## src/rtl/cfg_mux_pkg.sv

```systemverilog
// Shared types and helpers for the config-bit input mux bank.
//   state_e  : loader/commit FSM states
//   SEL_LSB  : position of the select field inside a channel field
//   ch_field : extracts channel c's field from a frame (caller truncates)
package cfg_mux_pkg;

  typedef enum logic [1:0] {IDLE, LOAD, COMMIT, RUN} state_e;

  // Channel field layout: [sel | en | inv], sel at the bottom.
  // en/inv sit directly above sel, so their positions follow from SEL_W.
  localparam int SEL_LSB   = 0;

  // Helper operand widths; frames up to FRAME_MAX bits are supported.
  localparam int FRAME_MAX = 256;
  localparam int FIELD_MAX = 32;

  function automatic logic [FIELD_MAX-1:0] ch_field(input logic [FRAME_MAX-1:0] frame,
                                                    input int c, input int cbit_w);
    logic [FRAME_MAX-1:0] s;
    s = frame >> (c * cbit_w);
    return s[FIELD_MAX-1:0];
  endfunction

endpackage

```

## src/rtl/cfg_shift_loader.sv

```systemverilog
// Serial frame loader: bit counter + shadow register.
//   active     : FSM is in LOAD (drives ready)
//   clr        : restart/entry clear of counter and shadow
//   din/valid  : serial bit and qualifier
//   ready      : bit accepted when valid && ready
//   restart    : clr seen while already loading
//   frame_full : accept of the last frame bit (comb pulse)
//   shadow     : frame assembled so far, bit 0 first
module cfg_shift_loader #(
  parameter int FRAME_W = 24
) (
  input  logic               clk,
  input  logic               rst_n,
  input  logic               active,
  input  logic               clr,
  input  logic               din,
  input  logic               valid,
  output logic               ready,
  output logic               restart,
  output logic               frame_full,
  output logic [FRAME_W-1:0] shadow
);

  localparam int CNT_W = (FRAME_W > 1) ? $clog2(FRAME_W) : 1;

  logic [CNT_W-1:0] cnt;
  logic             accept, last;

  assign ready      = active;
  assign restart    = active && clr;
  // a clear in the same cycle discards the bit on cfg_din
  assign accept     = active && valid && !clr;
  assign last       = (cnt == CNT_W'(FRAME_W-1));
  assign frame_full = accept && last;

  always_ff @(posedge clk or negedge rst_n) begin
    if (!rst_n) begin
      cnt    <= '0;
      shadow <= '0;
    end else if (clr) begin
      cnt    <= '0;
      shadow <= '0;
    end else if (accept) begin
      shadow[cnt] <= din;
      cnt         <= last ? '0 : cnt + 1'b1;
    end
  end

endmodule

```

## src/rtl/cfg_inmux_bank.sv

```systemverilog
// Config-frame loader plus NUM_CH registered N:1 muxes with enable/invert.
//   cfg_start/cfg_din/cfg_valid : frame load control and serial data
//   cfg_ready/cfg_done/cfg_err  : LOAD, RUN, restart pulse / sticky bad-select
//   prog        : high whenever not in RUN (muxes forced to 0)
//   cbit/cbitb  : committed frame and its complement
//   min/muxo    : mux inputs (channel c at [c*NUM_IN +: NUM_IN]) and outputs
module cfg_inmux_bank
  import cfg_mux_pkg::*;
#(
  parameter  int NUM_CH  = 4,
  parameter  int NUM_IN  = 16,
  parameter  int SEL_W   = 4,
  localparam int CBIT_W  = SEL_W + 2,
  localparam int FRAME_W = NUM_CH * CBIT_W
) (
  input  logic                     clk,
  input  logic                     rst_n,
  input  logic                     cfg_start,
  input  logic                     cfg_din,
  input  logic                     cfg_valid,
  output logic                     cfg_ready,
  output logic                     cfg_done,
  output logic                     cfg_err,
  output logic                     prog,
  output logic [FRAME_W-1:0]       cbit,
  output logic [FRAME_W-1:0]       cbitb,
  input  logic [NUM_CH*NUM_IN-1:0] min,
  output logic [NUM_CH-1:0]        muxo
);

  localparam int EN_BIT  = SEL_LSB + SEL_W;
  localparam int INV_BIT = EN_BIT + 1;
  localparam int PAD_W   = 2**SEL_W;

  state_e             state;
  logic [FRAME_W-1:0] cbit_q, shadow;
  logic [NUM_CH-1:0]  ill_ch, mux_d;
  logic               start_ok, restart, frame_full;

  // cfg_start is ignored only while committing
  assign start_ok = cfg_start && (state != COMMIT);

  cfg_shift_loader #(.FRAME_W(FRAME_W)) u_ld (
    .clk        (clk),
    .rst_n      (rst_n),
    .active     (state == LOAD),
    .clr        (start_ok),
    .din        (cfg_din),
    .valid      (cfg_valid),
    .ready      (cfg_ready),
    .restart    (restart),
    .frame_full (frame_full),
    .shadow     (shadow)
  );

  for (genvar c = 0; c < NUM_CH; c++) begin : g_ch
    logic [CBIT_W-1:0] sf, cf;
    logic [PAD_W-1:0]  pad;
    assign sf = CBIT_W'(ch_field(FRAME_MAX'(shadow), c, CBIT_W));
    assign cf = CBIT_W'(ch_field(FRAME_MAX'(cbit_q), c, CBIT_W));
    assign ill_ch[c] = sf[EN_BIT] && (int'(sf[SEL_LSB +: SEL_W]) >= NUM_IN);
    // zero-pad so any sel value indexes safely; out-of-range sel is gated anyway
    assign pad = PAD_W'(min[c*NUM_IN +: NUM_IN]);
    assign mux_d[c] = cf[EN_BIT] && (int'(cf[SEL_LSB +: SEL_W]) < NUM_IN) &&
                      (pad[cf[SEL_LSB +: SEL_W]] ^ cf[INV_BIT]);
  end

  always_ff @(posedge clk or negedge rst_n) begin
    if (!rst_n) begin
      state   <= IDLE;
      cbit_q  <= '0;
      muxo    <= '0;
      cfg_err <= 1'b0;
    end else begin
      // leaving RUN forces 0 immediately so muxo is never live while prog=1
      muxo <= (state == RUN && !cfg_start) ? mux_d : '0;
      case (state)
        IDLE:   if (cfg_start) state <= LOAD;
        LOAD: begin
          cfg_err <= restart;
          if (frame_full) state <= COMMIT;
        end
        COMMIT: begin
          cbit_q  <= shadow;
          cfg_err <= |ill_ch;
          state   <= RUN;
        end
        RUN: if (cfg_start) begin
          state   <= LOAD;
          cfg_err <= 1'b0;
        end
        default: state <= IDLE;
      endcase
    end
  end

  assign cbit     = cbit_q;
  assign cbitb    = ~cbit_q;
  assign prog     = (state != RUN);
  assign cfg_done = (state == RUN);

endmodule

```

## config.mk

```make
export PLATFORM = sky130hd
export DESIGN_NAME = cfg_inmux_bank
export DESIGN_NICKNAME = d
export VERILOG_FILES = /design/src/rtl/cfg_mux_pkg.sv /design/src/rtl/cfg_shift_loader.sv /design/src/rtl/cfg_inmux_bank.sv
export SDC_FILE = /design/constraint.sdc
export NUM_CORES = 1
export LEC_CHECK = 0
export ABC_AREA = 0
export CELL_PAD_IN_SITES_DETAIL_PLACEMENT = 0
export CELL_PAD_IN_SITES_GLOBAL_PLACEMENT = 1
export CORE_ASPECT_RATIO = 0.75
export CORE_MARGIN = 3
export CORE_UTILIZATION = 36
export DETAILED_ROUTE_END_ITERATION = 8
export PLACE_DENSITY_LB_ADDON = 0.1
export SLEW_MARGIN = 10
export SYNTH_ARGS = -nofsm -noshare
export SYNTH_HDL_FRONTEND = slang
export SYNTH_HIERARCHICAL = 1
export SYNTH_SLANG_ARGS = --single-unit
```

## constraint.sdc

```tcl
create_clock -name clk -period 3.5 [get_ports clk]
set_clock_uncertainty 0.05 [all_clocks]
set_input_delay 0.35 -clock clk [delete_from_list [all_inputs] [get_ports clk]]
set_output_delay 0.35 -clock clk [all_outputs]
set_load 0.02 [all_outputs]
```

# Word-level counts from Yosys, hierarchy flattened
# Index checks and enable logic that the tools add are counted.
classes:
  add_sub_neg: 1
  order_cmp: 6
  eq_ne: 9
  n_mux: 22
  bitwise: 5
  reduce_logical: 19
ops:
  columns: ["cell", "n"]
  rows:
  - ["two-way mux 24 bit", 2]
  - ["bitwise mux 24 bit", 1]
  - ["NOT 24 bit", 1]
  - ["< comparator 4 x 5 -> 1 bit, second input constant", 4]
  - ["binary-select mux 1 bit (select 4 bit)", 4]
  - ["two-way mux 5 bit", 3]
  - ["logical AND 1 bit", 11]
  - ["inequality test 2 bit, second input constant", 4]
  - ["< comparator 5 x 6 -> 1 bit, second input constant", 1]
  - ["two-way mux 1 bit", 6]
  - ["case mux 2 bit (3 select lines)", 1]
  - ["adder 5 x 1 -> 5 bit, second input constant", 1]
  - ["demux 1 bit (select 5 bit)", 1]
  - ["equality test 5 bit, second input constant", 1]
  - ["greater-or-equal comparator 5 x 1 -> 1 bit, second input constant", 1]
  - ["equality test 2 bit, second input constant", 2]
  - ["two-way mux 2 bit", 2]
  - ["two-way mux 4 bit", 1]
  - ["AND reduction 2 bit", 2]
  - ["XOR 1 bit", 4]
  - ["case mux 1 bit (3 select lines)", 1]
  - ["nonzero test 3 bit", 1]
  - ["equality test 2 x 1 -> 1 bit, second input constant", 1]
  - ["logical NOT 1 bit", 2]
  - ["4 further kinds", 4]
totals:
  regBits: 60
  inputBits: 69

# Longest topological paths before layout
# Gate-level depths: netlist of run 1.
logic_depth:
  ltp_word: 7
  depth_mapped: 9

# Hierarchy
# The synthesis of run 1 kept the hierarchy.
by_module_without_submodules:
  columns: ["mod", "n_inst", "cells_each", "area_each_um2"]
  rows:
  - ["cfg_inmux_bank", 1, 159, 1835.5]
  - ["cfg_shift_loader", 1, 149, 1537.7]

# Worst setup path before layout of run 1
# OpenSTA, ideal clock, no wires.
synth_path:
  path_kind: "reg-to-reg"
  from: "register cbit_q[0], in the netlist cbit[0]"
  to: "register muxo[0]"
  arrival_time_ns: 1.888
  slack_ns: 1.443
  stages_incl_launch_ff: 6
  path_buffers: 1
  path_cell_list: "dfrtp_1 -> buf_6 -> mux4_1 -> mux4_2 -> xnor2_1 -> and3_1"
synth_between:
  elab_chain_len: 5
synth_lines:
  columns: ["item", "line_no", "rtl"]
  rows:
  - ["start, declared", "cfg_inmux_bank.sv:36", "logic [FRAME_W-1:0] cbit_q, shadow;"]
  - ["start signal, assigned", "cfg_inmux_bank.sv:84", "cbit_q <= shadow;"]
  - ["binary-select mux 1 bit (select 4 bit)", "cfg_inmux_bank.sv:65", "(pad[cf[SEL_LSB +: SEL_W]] ^ cf[INV_BIT]);"]
  - ["two-way mux 1 bit (not written as such)", "cfg_inmux_bank.sv:65", null]
  - ["XOR 1 bit", "cfg_inmux_bank.sv:65", null]
  - ["logical AND 1 bit", "cfg_inmux_bank.sv:64", "assign mux_d[c] = cf[EN_BIT] && (int'(cf[SEL_LSB +: SEL_W]) < NUM_IN) &&"]
  - ["two-way mux 4 bit", "cfg_inmux_bank.sv:76", "muxo <= (state == RUN && !cfg_start) ? mux_d : '0;"]
  - ["end signal, assigned", "cfg_inmux_bank.sv:76", null]
  - ["end, declared", "cfg_inmux_bank.sv:28", "output logic [NUM_CH-1:0] muxo"]
# Every way passes these cells. The select of a mux whose other input is x is not followed.
# A chain may end at the register's enable or synchronous reset.

# Worst setup path in the final report of run 1
layout_path:
  from: "register state[1]"
  to: "output cfg_ready"
layout_between:
  elab_chain_len: 1
layout_lines:
  columns: ["item", "line_no", "rtl"]
  rows:
  - ["start, declared", "cfg_inmux_bank.sv:35", "state_e state;"]
  - ["start signal, assigned", "cfg_inmux_bank.sv:70", "state <= IDLE;"]
  - ["start signal, assigned", "cfg_inmux_bank.sv:78", "IDLE: if (cfg_start) state <= LOAD;"]
  - ["start signal, assigned", "cfg_inmux_bank.sv:81", "if (frame_full) state <= COMMIT;"]
  - ["equality test 2 x 1 -> 1 bit", "cfg_inmux_bank.sv:46", ".active (state == LOAD),"]
  - ["end, declared", "cfg_inmux_bank.sv:21", "output logic cfg_ready,"]
# Every way passes these cells.

==> key figures, run 1 <==
Outcome
  – Outcome: complete, no violations

Synthesis
  – Cell Area, Synth: 3370 um2
  – Post-synthesis simple-gate area fraction: 16.4%
  – Sequential share of the synthesized area: 44.5%
  – Synthesized Nets: 385
  – Number of warnings printed during yosys synthesis: 6
  – Mean instance size in the synthesized netlist: 11.0 um2
  – Synthesized-area fraction occupied by adder cells: 2.97%
  – Mux cell area share after synthesis: 22.6%
  – Flip-flop and latch count after synthesis: 60
  – Fraction of the mapped netlist area in compound gates: roughly 5.1%
  – Count of distinct cell types in the synthesized netlist: 30
  – Main combinational cell family by area after synthesis: multiplexers
  – Number of cells produced by synthesis: 308
  – Area share of xor/xnor cells in the synthesized design: about 1.6%

Timing
  – Transition at the pin with the smallest max-transition slack: 0.950 ns
  – Setup repair after global routing missed its margin: no
  – Number of hold violations in the final report: 0
  – Count of final max-slew check failures: 0
  – Final number of setup-violating endpoints: 0
  – Final worst path period share: 64.9%
  – Final critical delay including setup and external delays: roughly 2.3 ns
  – Post-Route Setup TNS: 0 ns
  – Achievable clock frequency: 0.440 GHz
  – Final-layout worst hold slack: 0.00264 ns
  – Relative slew slack: 36.6%

Global routing
  – Number of antenna violations at the first check in global routing: 0
  – Maximum number of pins on one net before global-route repair: 50
  – Total congestion overflow after global routing: 0
  – Global-route wire length before repair: 13900 um
  – Total routing resource utilization after global routing: 16.0%
  – Via count of the first global-routing pass: 2735

Floorplan
  – Core area: 8780 um2
  – Starting Density: between 30% and 40%
  – Number of ports placed on the die boundary: around 130
  – Floorplan die area: 10600 um2
  – Die Span Y: 89.8 um
  – Horizontal die dimension: roughly 120 um
  – Standard-cell rows: 29

Placed design
  – Detailed-placement wirelength estimate: 6160 um
  – I/O Buffers: between 100 and 150
  – Final estimated routing congestion in global placement: around 0.76

Clocking
  – Number of buffers created by CTS: 9
  – Clk sinks: 60
  – CTS Hold Bufs: 0
  – TritonCTS clock tree: yes
  – Number of buffers added for setup after CTS: 0
  – CTS clock-pin slew for the worst setup and hold paths: 0.05 ns
  – CTS root buffer: sky130_fd_sc_hd__clkbuf_16
  – Number of gates resized after cts: 0
  – Maximum clock insertion buffer count: 2
  – CTS H-tree lvls: 3
  – Clk Latency, worst-skew pair: 0.32 ns

Power
  – Max rail drop VDD: 0.244 mV
  – Overall power consumption: 1.95 mW
  – Static leakage: between 2 and 2.5 nW
  – Power per unit of standard cell area: about 390 nW/um2

Worst hold path
  – Hold/Removal Path Class: primary input to asynchronous set/reset pin

Finish
  – Share of cells above drive strength 1: under 10%
  – Area overhead of the layout relative to synthesis: 47.4%
  – Final Core Density: 56.6%
  – Net count reported at finish: roughly 500
  – Antenna Diode Count: 0

Drt
  – Antenna Nets Post-Route: 0
  – Routed length per instance: 15.0 um
  – Remaining DRCs: 0
  – Pre-antenna DRT Iters: 4
  – Total vias in the final route: 2632
  – Routed wire length: approximately 8300 um
  – Vias per cell: 4.75
  – Detailed router's first-iteration violation count: 118

Worst setup path
  – Required time reported for the critical path endpoint: 3.10 ns
  – Nature of the critical path endpoint: output port
  – Reg-to-reg startpoint: state[0]$_DFFE_PN0P_
  – Worst-path fanout max: 12
  – Count of cells along the worst register-to-register path: 6
  – Minimum setup slack among reg-to-reg paths: 1.24 ns
  – Crit path arrival time: about 1.9 ns
  – Crit path from: state[1]$_DFFE_PN0P_
  – Critical path class: flip-flop to output port
  – Critical path endpoint: cfg_ready
  – Crit Reg-Reg Endpoint: u_ld/shadow[7]$_DFFE_PN0P_
  – Critical path startpoint category: flip-flop

Run
  – Number of max-capacitance violations reported: 0
## worst max-delay path, stage by stage (launching register included)
cell and delay, ns:
sky130_fd_sc_hd__dfrtp_1 0.40, sky130_fd_sc_hd__inv_1 0.11, sky130_fd_sc_hd__ha_1 0.37, sky130_fd_sc_hd__clkdlybuf4s50_1 0.68
## flip-flops by register name, summed over array words and instances (netlist names)
register     flops
cbit            24
cfg_err          1
muxo             4
state            2
u_ld/cnt         5
u_ld/shadow     24
## layout make-up
cell class	instances	area (um2)
clock buffer	12	256
clock inverter	4	47.5
fill	797	3810
inverter	30	113
multi-input combinational	197	1640
sequential	60	1500
tap	124	155
timing repair buffer	127	1260
## through the flow
stage | instance area, um2 | worst slack, ns | instances
2_1_floorplan | 3370 | 1.44 | 308
3_3_place_gp | 4670 | 1.05 | 538
3_5_place_dp | 4670 | 0.970 | 538
4_1_cts | 4970 | 1.21 | 554
5_1_grt | 4970 | 1.06 | 554
6_report | 4970 | 1.23 | 554
## logic make-up after synthesis
| family | Yosys count |
|---|---|
| flip-flops | 60 |
| multiplexers | 45 |
| AND/OR/NAND/NOR | 105 |
| buffers and inverters | 51 |
| XOR/XNOR | 6 |
| adder cells (fa/ha/maj) | 8 |
| AO/OA/AOI/OAI | 33 |
## metal layers
metal	up-vias	global-route usage [%]	wire length, um
li1	1290	-	-
met1	1266	22.6	4140
met2	69	24.6	3740
met3	7	4.58	390
met4	0	3.80	40
met5	-	0	0
## cells in the final DEF, fill, tap and decap left out, types with 2 or more instances in the layout
cell and instances:
sky130_fd_sc_hd__inv_1 29, sky130_fd_sc_hd__buf_4 3, sky130_fd_sc_hd__clkbuf_8 2, sky130_fd_sc_hd__clkbuf_16 9, sky130_fd_sc_hd__nor2_1 4, sky130_fd_sc_hd__clkdlybuf4s50_1 123
sky130_fd_sc_hd__o21ai_0 27, sky130_fd_sc_hd__and3_1 10, sky130_fd_sc_hd__a21oi_1 4, sky130_fd_sc_hd__xnor2_1 6, sky130_fd_sc_hd__nor3b_2 3, sky130_fd_sc_hd__mux4_1 16
sky130_fd_sc_hd__ha_1 7, sky130_fd_sc_hd__nand2_1 48, sky130_fd_sc_hd__nand2b_1 26, sky130_fd_sc_hd__nand3_1 6, sky130_fd_sc_hd__mux2i_1 25, sky130_fd_sc_hd__dfrtp_1 60
sky130_fd_sc_hd__clkinv_2 2, sky130_fd_sc_hd__mux4_2 4
## how the worst min path moves through the flow
stage	from	endpoint	slack (ns)	cells after the start
2_1_floorplan	rst_n	cbit[0]$_DFFE_PN0P_	0.004	0
3_3_place_gp	rst_n	cbit[2]$_DFFE_PN0P_	0.35	1
3_5_place_dp	rst_n	cbit[2]$_DFFE_PN0P_	0.36	1
4_1_cts	rst_n	cbit[2]$_DFFE_PN0P_	0.02	1
5_1_grt	rst_n	cbit[17]$_DFFE_PN0P_	0.05	1
6_report	rst_n	cbit[2]$_DFFE_PN0P_	0.003	1
## power breakdown
group	internal, mW	leakage [nW]	switching, mW	total [mW]
combinational	0.174	1.24	0.161	0.335
clock	0.587	0.149	0.292	0.879
sequential	0.714	0.829	0.0179	0.732
## Yosys cell counts, drive strengths merged
cell type | instances | area, um2
a21o | 1 | 7.51
a21oi | 4 | 20.0
and2 | 1 | 6.26
and3 | 10 | 62.6
and3b | 1 | 8.76
buf | 11 | 85.1
clkbuf | 10 | 37.5
dfrtp | 60 | 1500
ha | 8 | 100
inv | 30 | 113
mux2i | 25 | 250
mux4 | 20 | 510
nand2 | 48 | 180
nand2b | 26 | 163
nand3 | 6 | 30.0
nand4 | 1 | 6.26
nor2 | 4 | 15.0
nor2b | 2 | 15.0
nor3 | 2 | 15.0
nor3b | 3 | 37.5
nor4 | 1 | 12.5
o21ai | 27 | 135
o41ai | 1 | 8.76
xnor2 | 6 | 52.6
Note: power is estimated with default switching activity, not from simulation.
==> run 2: changes to the inputs <==
- CORE_UTILIZATION: 36 -> 34
- clock period: 3.5 -> 2.2 ns (I/O delays scaled with it)
==> run 2 against run 1 <==
Net effect:
- via count is 0.11% lower
- sequential cell count stayed put
- count of clock-buffer cells in the layout is 1 higher
- worst hold slack better by 0.39 ns
- core utilization is 2.4 points lower
- clock power is 77% higher
- total power is 69% higher
- die area is 5.5% higher
- final cell count is 1.6% higher
- wire length is 1.7% higher
- first-iteration DRC count stayed put
- non-clock buffer count is 5 higher
- critical endpoint is now muxo[0]$_DFF_PN0_
- largest cell class unchanged
==> key figures, run 2 (synthesis gave the netlist of run 1 again) <==
Drt
  – Detailed router's first-iteration violation count: 118 (unchanged)
  – Total vias in the final route: 2629 (-0.11%)
  – Antenna Nets Post-Route: 0 (unchanged)
  – Routed wire length: 8450 um (+1.7%)
  – Pre-antenna DRT Iters: 4 (unchanged)
  – Vias per cell: 4.67 (-1.7%)
  – Routed length per instance: 15.0 um (about the same)
  – Remaining DRCs: 0 (unchanged)

Worst setup path
  – Nature of the critical path endpoint: flip-flop
  – Reg-to-reg startpoint: cbit[0]$_DFFE_PN0P_
  – Critical path startpoint category: flip-flop
  – Crit path from: cbit[0]$_DFFE_PN0P_
  – Worst-path fanout max: 6 (-6)
  – Crit Reg-Reg Endpoint: muxo[0]$_DFF_PN0_
  – Required time reported for the critical path endpoint: 2.37 ns (-0.73 ns)
  – Critical path class: flip-flop to flip-flop
  – Critical path endpoint: muxo[0]$_DFF_PN0_
  – Minimum setup slack among reg-to-reg paths: 0.11 ns (-1.13 ns)
  – Count of cells along the worst register-to-register path: 4 (-2)
  – Crit path arrival time: 2.26 ns (+0.39 ns)

Placed design
  – Detailed-placement wirelength estimate: 6200 um (+0.58%)
  – Inst Count DP: 546 (+1.5%)
  – Final estimated routing congestion in global placement: 0.737 (-3.0%)
  – Post-placement worst setup slack: 0.0434 ns (-0.926 ns)
  – I/O Buffers: 124 (unchanged)

Clocking
  – Number of buffers created by CTS: 9 (unchanged)
  – Number of gates resized after cts: 0 (unchanged)
  – Clk Latency, worst-skew pair: 0.32 ns (about the same)
  – TritonCTS clock tree: yes
  – CTS Hold Bufs: 1 (+1)
  – CTS clock-pin slew for the worst setup and hold paths: 0.05 ns (about the same)
  – Maximum clock insertion buffer count: 2 (unchanged)
  – CTS root buffer: sky130_fd_sc_hd__clkbuf_16
  – Clk sinks: 60 (unchanged)
  – CTS H-tree lvls: 3 (unchanged)
  – Number of buffers added for setup after CTS: 0 (unchanged)

Global routing
  – Number of antenna violations at the first check in global routing: 0 (unchanged)
  – Global-route wire length before repair: 14000 um (+1.2%)
  – Via count of the first global-routing pass: 2752 (+0.62%)
  – Total congestion overflow after global routing: 0 (unchanged)
  – Total routing resource utilization after global routing: 16.1% (about the same)
  – Maximum number of pins on one net before global-route repair: 61 (+22%)

Power
  – Max rail drop VDD: 0.469 mV (+92%)
  – Power per unit of standard cell area: 649 nW/um2 (+66%)
  – Static leakage: 2.26 nW (+1.9%)

Timing
  – Post-Route Setup TNS: 0 ns (unchanged)
  – Count of final max-slew check failures: 0 (unchanged)
  – Achievable clock frequency: 0.479 GHz
  – Final worst path period share: 95.0%
  – Number of hold violations in the final report: 0 (unchanged)
  – Final WS setup: 0.111 ns (-1.12 ns)
  – Final-layout worst hold slack: 0.395 ns (+0.392 ns)
  – Relative slew slack: 71.3% (+35 points)
  – Transition at the pin with the smallest max-transition slack: 0.431 ns (-0.520 ns)
  – Setup repair after global routing missed its margin: no
  – Final number of setup-violating endpoints: 0 (unchanged)
  – Final critical delay including setup and external delays: 2.09 ns

Floorplan
  – Number of ports placed on the die boundary: 125 (unchanged)
  – Standard-cell rows: 30 (+3.4%)
  – Horizontal die dimension: 121 um (+2.8%)
  – Floorplan die area: 11200 um2 (+5.5%)
  – Core area: 9350 um2 (+6.4%)
  – Die Span Y: 92.3 um (+2.7%)
  – Starting Density: 36.1% (-2.3 points)

Outcome
  – Outcome: complete, no violations

Finish
  – Net count reported at finish: 507 (+1.0%)
  – Final Core Density: 54.2% (-2.4 points)
  – Area overhead of the layout relative to synthesis: 50.1%
  – Non-filler cells, final: 563 (+1.6%)
  – Antenna Diode Count: 0 (unchanged)
  – Most frequent standard cell in the layout excluding fill and tap cells: sky130_fd_sc_hd__clkdlybuf4s50_1
  – Share of cells above drive strength 1: 8.28% (+1.1 points)
  – Leading cell types in the layout, fill and taps excluded: 123 x sky130_fd_sc_hd__clkdlybuf4s50_1, 60 x sky130_fd_sc_hd__dfrtp_1, 48 x sky130_fd_sc_hd__nand2_1

Worst hold path
  – Hold/Removal Path Class: primary input to asynchronous set/reset pin

Run
  – Number of max-capacitance violations reported: 0 (unchanged)
run 2: cell types whose count changed in the layout (fill, tap and decap cells not counted), sizes merged:
cell         delta
buf             +4
clkbuf          +1
clkinv          -2
bufinv          +1
dlygate4sd3     +1
run 2: worst min path at each step:
stage | start | end | slack (ns) | depth (start not counted)
after floorplan | rst_n | cbit[0]$_DFFE_PN0P_ | -0.13 | 0
after global placement | rst_n | cbit[3]$_DFFE_PN0P_ | 0.21 | 2
after detailed placement | rst_n | cbit[3]$_DFFE_PN0P_ | 0.21 | 2
after CTS | rst_n | cbit[3]$_DFFE_PN0P_ | 0.42 | 3
after global routing | rst_n | cbit[3]$_DFFE_PN0P_ | 0.42 | 3
final | rst_n | cbit[3]$_DFFE_PN0P_ | 0.40 | 3
run 2: metal layers:
layer / share of wire [%] / vias to the layer above / GRT usage, %
met1: 47 / 1255 / 22.0
li1: - / 1298 / -
met3: 6.0 / 9 / 5.30
met2: 46 / 67 / 24.4
met5: 0 / - / 0
met4: 1.1 / 0 / 4.25
run 2: per-stage QoR:
step / area [um2] / power, mW
4_1_cts: 5060 / 3.34
5_1_grt: 5060 / 3.45
2_1_floorplan: 3370 / 1.46
3_3_place_gp: 4720 / 1.74
6_report: 5060 / 3.29
3_5_place_dp: 4720 / 1.75
run 2: power by group:
group / switching [mW] / internal (mW) / leakage [nW]
Combinational: 0.265 / 0.299 / 1.27
Clock: 0.478 / 1.08 / 0.162
Sequential: 0.0271 / 1.14 / 0.829
run 2: cell type report:
type | instances | area (um2)
clock buffer | 13 | 270
clock inverter | 3 | 67.6
fill | 833 | 4280
inverter | 30 | 113
multi-input combinational | 197 | 1640
sequential | 60 | 1500
tap | 128 | 160
timing repair buffer | 132 | 1310
run 2: worst max-delay path: stages (launching register included):
cell	delay (ns)
sky130_fd_sc_hd__dfrtp_1	0.50
sky130_fd_sc_hd__mux4_1	0.60
sky130_fd_sc_hd__mux4_2	0.52
sky130_fd_sc_hd__xnor2_1	0.14
sky130_fd_sc_hd__and3_1	0.17
==> run 3: changes to the inputs <==
- HOLD_SLACK_MARGIN: default -> 0.15
- clock period: 2.2 -> 2.3 ns (I/O delays scaled with it)
==> run 3 against run 2 <==
Net effect:
- via count rose by 1.6%
- wire length rose by 0.26%
- first-iteration DRC count rose by 14%
- worst hold slack improved by 0.031 ns
- sequential cell count did not move
- final cell count rose by 0.18%
- critical path depth did not move
- final area fell by 0.89%
- highest routed layer unchanged
==> key figures, run 3 (synthesis gave the netlist of run 1 again) <==
Power
  – Power per unit of standard cell area: 583 nW/um2 (-10%)
  – Overall power consumption: 2.93 mW (-11%)
  – Max rail drop VDD: 0.384 mV (-18%)
  – Static leakage: 2.24 nW (-0.79%)

Worst setup path
  – Worst-path fanout max: 6 (unchanged)
  – Critical path startpoint category: flip-flop
  – Nature of the critical path endpoint: flip-flop
  – Required time reported for the critical path endpoint: 2.46 ns (+0.09 ns)
  – Critical path class: flip-flop to flip-flop
  – Crit path arrival time: 2.20 ns (-0.06 ns)

Global routing
  – Global-route wire length before repair: 14200 um (+1.1%)
  – Maximum number of pins on one net before global-route repair: 50 (-18%)
  – Total routing resource utilization after global routing: 16.3% (+0.25 points)
  – Total congestion overflow after global routing: 0 (unchanged)
  – Number of antenna violations at the first check in global routing: 0 (unchanged)
  – Via count of the first global-routing pass: 2666 (-3.1%)

Timing
  – Final-layout worst hold slack: 0.426 ns (+0.0312 ns)
  – Number of hold violations in the final report: 0 (unchanged)
  – Relative slew slack: 56.5% (-15 points)
  – Achievable clock frequency: 0.490 GHz (+2.5%)
  – Final WS setup: 0.261 ns (+0.150 ns)
  – Count of final max-slew check failures: 0 (unchanged)
  – Final worst path period share: 88.7% (-6.3 points)
  – Setup repair after global routing missed its margin: no
  – Final critical delay including setup and external delays: 2.04 ns (-0.0500 ns)
  – Post-Route Setup TNS: 0 ns (unchanged)
  – Final number of setup-violating endpoints: 0 (unchanged)
  – Transition at the pin with the smallest max-transition slack: 0.653 ns (+0.223 ns)

Finish
  – Total area of sequential cells: 1500 um2 (unchanged)
  – Antenna Diode Count: 0 (unchanged)
  – Layout fillers: 825 (-0.96%)
  – Multi-input logic area: 1640 um2 (unchanged)
  – Net count reported at finish: 508 (+0.20%)
  – Area overhead of the layout relative to synthesis: 48.8%
  – Share of cells above drive strength 1: 8.26% (-0.019 points)
  – Leading cell types in the layout, fill and taps excluded: 123 x sky130_fd_sc_hd__clkdlybuf4s50_1, 60 x sky130_fd_sc_hd__dfrtp_1, 48 x sky130_fd_sc_hd__nand2_1
  – Most frequent standard cell in the layout excluding fill and tap cells: sky130_fd_sc_hd__clkdlybuf4s50_1

Clocking
  – Clk Latency, worst-skew pair: 0.32 ns (about the same)
  – Maximum clock insertion buffer count: 2 (unchanged)
  – CTS root buffer: sky130_fd_sc_hd__clkbuf_16
  – Number of buffers created by CTS: 9 (unchanged)
  – TritonCTS clock tree: yes
  – CTS Hold Bufs: 1 (unchanged)
  – Number of buffers added for setup after CTS: 0 (unchanged)
  – Clk sinks: 60 (unchanged)
  – Number of gates resized after cts: 0 (unchanged)
  – CTS H-tree lvls: 3 (unchanged)
  – CTS clock-pin slew for the worst setup and hold paths: 0.05 ns (about the same)

Drt
  – Routed length per instance: 15.0 um (about the same)
  – Routed wire length: 8470 um (+0.26%)
  – Detailed router's first-iteration violation count: 134 (+14%)
  – Remaining DRCs: 0 (unchanged)
  – Total vias in the final route: 2672 (+1.6%)
  – Antenna Nets Post-Route: 0 (unchanged)
  – Pre-antenna DRT Iters: 4 (unchanged)
  – Vias per cell: 4.74 (+1.5%)

Floorplan
  – Core area: 9350 um2 (unchanged)
  – Die Span Y: 92.3 um (unchanged)
  – Floorplan die area: 11200 um2 (unchanged)
  – Horizontal die dimension: 121 um (unchanged)
  – Standard-cell rows: 30 (unchanged)
  – Number of ports placed on the die boundary: 125 (unchanged)
  – Starting Density: 36.1% (unchanged)

Run
  – Number of max-capacitance violations reported: 0 (unchanged)

Placed design
  – Final estimated routing congestion in global placement: 0.751 (+1.9%)
  – Post-placement worst setup slack: 0.189 ns (+0.145 ns)
  – I/O Buffers: 124 (unchanged)
  – Detailed-placement wirelength estimate: 6420 um (+3.5%)

Outcome
  – Outcome: complete, no violations

Worst hold path
  – Hold/Removal Path Class: primary input to asynchronous set/reset pin
-- run 3: changes by cell type in the layout (fill, tap and decap cells not counted) --
cell / before / now
sky130_fd_sc_hd__clkbuf_8: 3 / 0
sky130_fd_sc_hd__clkbuf_1: 1 / 2
sky130_fd_sc_hd__buf_4: 6 / 7
sky130_fd_sc_hd__bufinv_16: 2 / 1
sky130_fd_sc_hd__clkinv_2: 0 / 3
-- run 3: worst paths after layout --
kind | startpoint | endpoint | slack [ns] | cells after the start
setup / recovery | cbit[0]$_DFFE_PN0P_ | muxo[0]$_DFF_PN0_ | 0.26 | 4
hold / removal | rst_n | muxo[0]$_DFF_PN0_ | 0.43 | 2
setup reg to reg | cbit[0]$_DFFE_PN0P_ | muxo[0]$_DFF_PN0_ | 0.26 | 4
hold reg to reg | u_ld/shadow[22]$_DFFE_PN0P_ | cbit[22]$_DFFE_PN0P_ | 0.43 | 2
max in group asynchronous | rst_n | u_ld/shadow[12]$_DFFE_PN0P_ | 1.16 | 3
min in group clk | u_ld/shadow[22]$_DFFE_PN0P_ | cbit[22]$_DFFE_PN0P_ | 0.43 | 2
-- run 3: worst max-delay path: stages, from the launching register on --
cell	delay [ns]
sky130_fd_sc_hd__dfrtp_1	0.49
sky130_fd_sc_hd__mux4_1	0.59
sky130_fd_sc_hd__mux4_2	0.49
sky130_fd_sc_hd__xnor2_1	0.13
sky130_fd_sc_hd__and3_1	0.17
-- run 3: metrics by stage --
| stage | std cells | area (um2) | util (%) |
|---|---|---|---|
| 2_1_floorplan | 308 | 3370 | - |
| 3_3_place_gp | 547 | 4720 | 50.5 |
| 3_5_place_dp | 547 | 4720 | 50.5 |
| 4_1_cts | 564 | 5020 | 53.7 |
| 5_1_grt | 564 | 5020 | 53.7 |
| 6_report | 564 | 5020 | 53.7 |
-- run 3: power by group --
part	internal, mW	switching (mW)	leakage (nW)
combinational	0.287	0.253	1.28
clock	0.831	0.443	0.139
sequential	1.09	0.0264	0.829
total	2.20	0.722	2.24
-- run 3: final cells by class --
type                            instances  share of cell area [%]
Tap cell                              128                    3.19
Timing Repair Buffer                  133                    26.3
Multi-Input combinational cell        197                    32.7
Inverter                               30                    2.24
Clock buffer                           11                    4.64
Sequential cell                        60                    29.9
Clock inverter                          5                    1.05
-- run 3: per-layer routing --
layer	vias up	part of all wire (%)	track usage, %
li1	1304	-	-
met1	1298	48	23.5
met2	62	46	23.7
met3	8	4.9	4.50
met4	0	1.1	5.09
met5	-	0	0
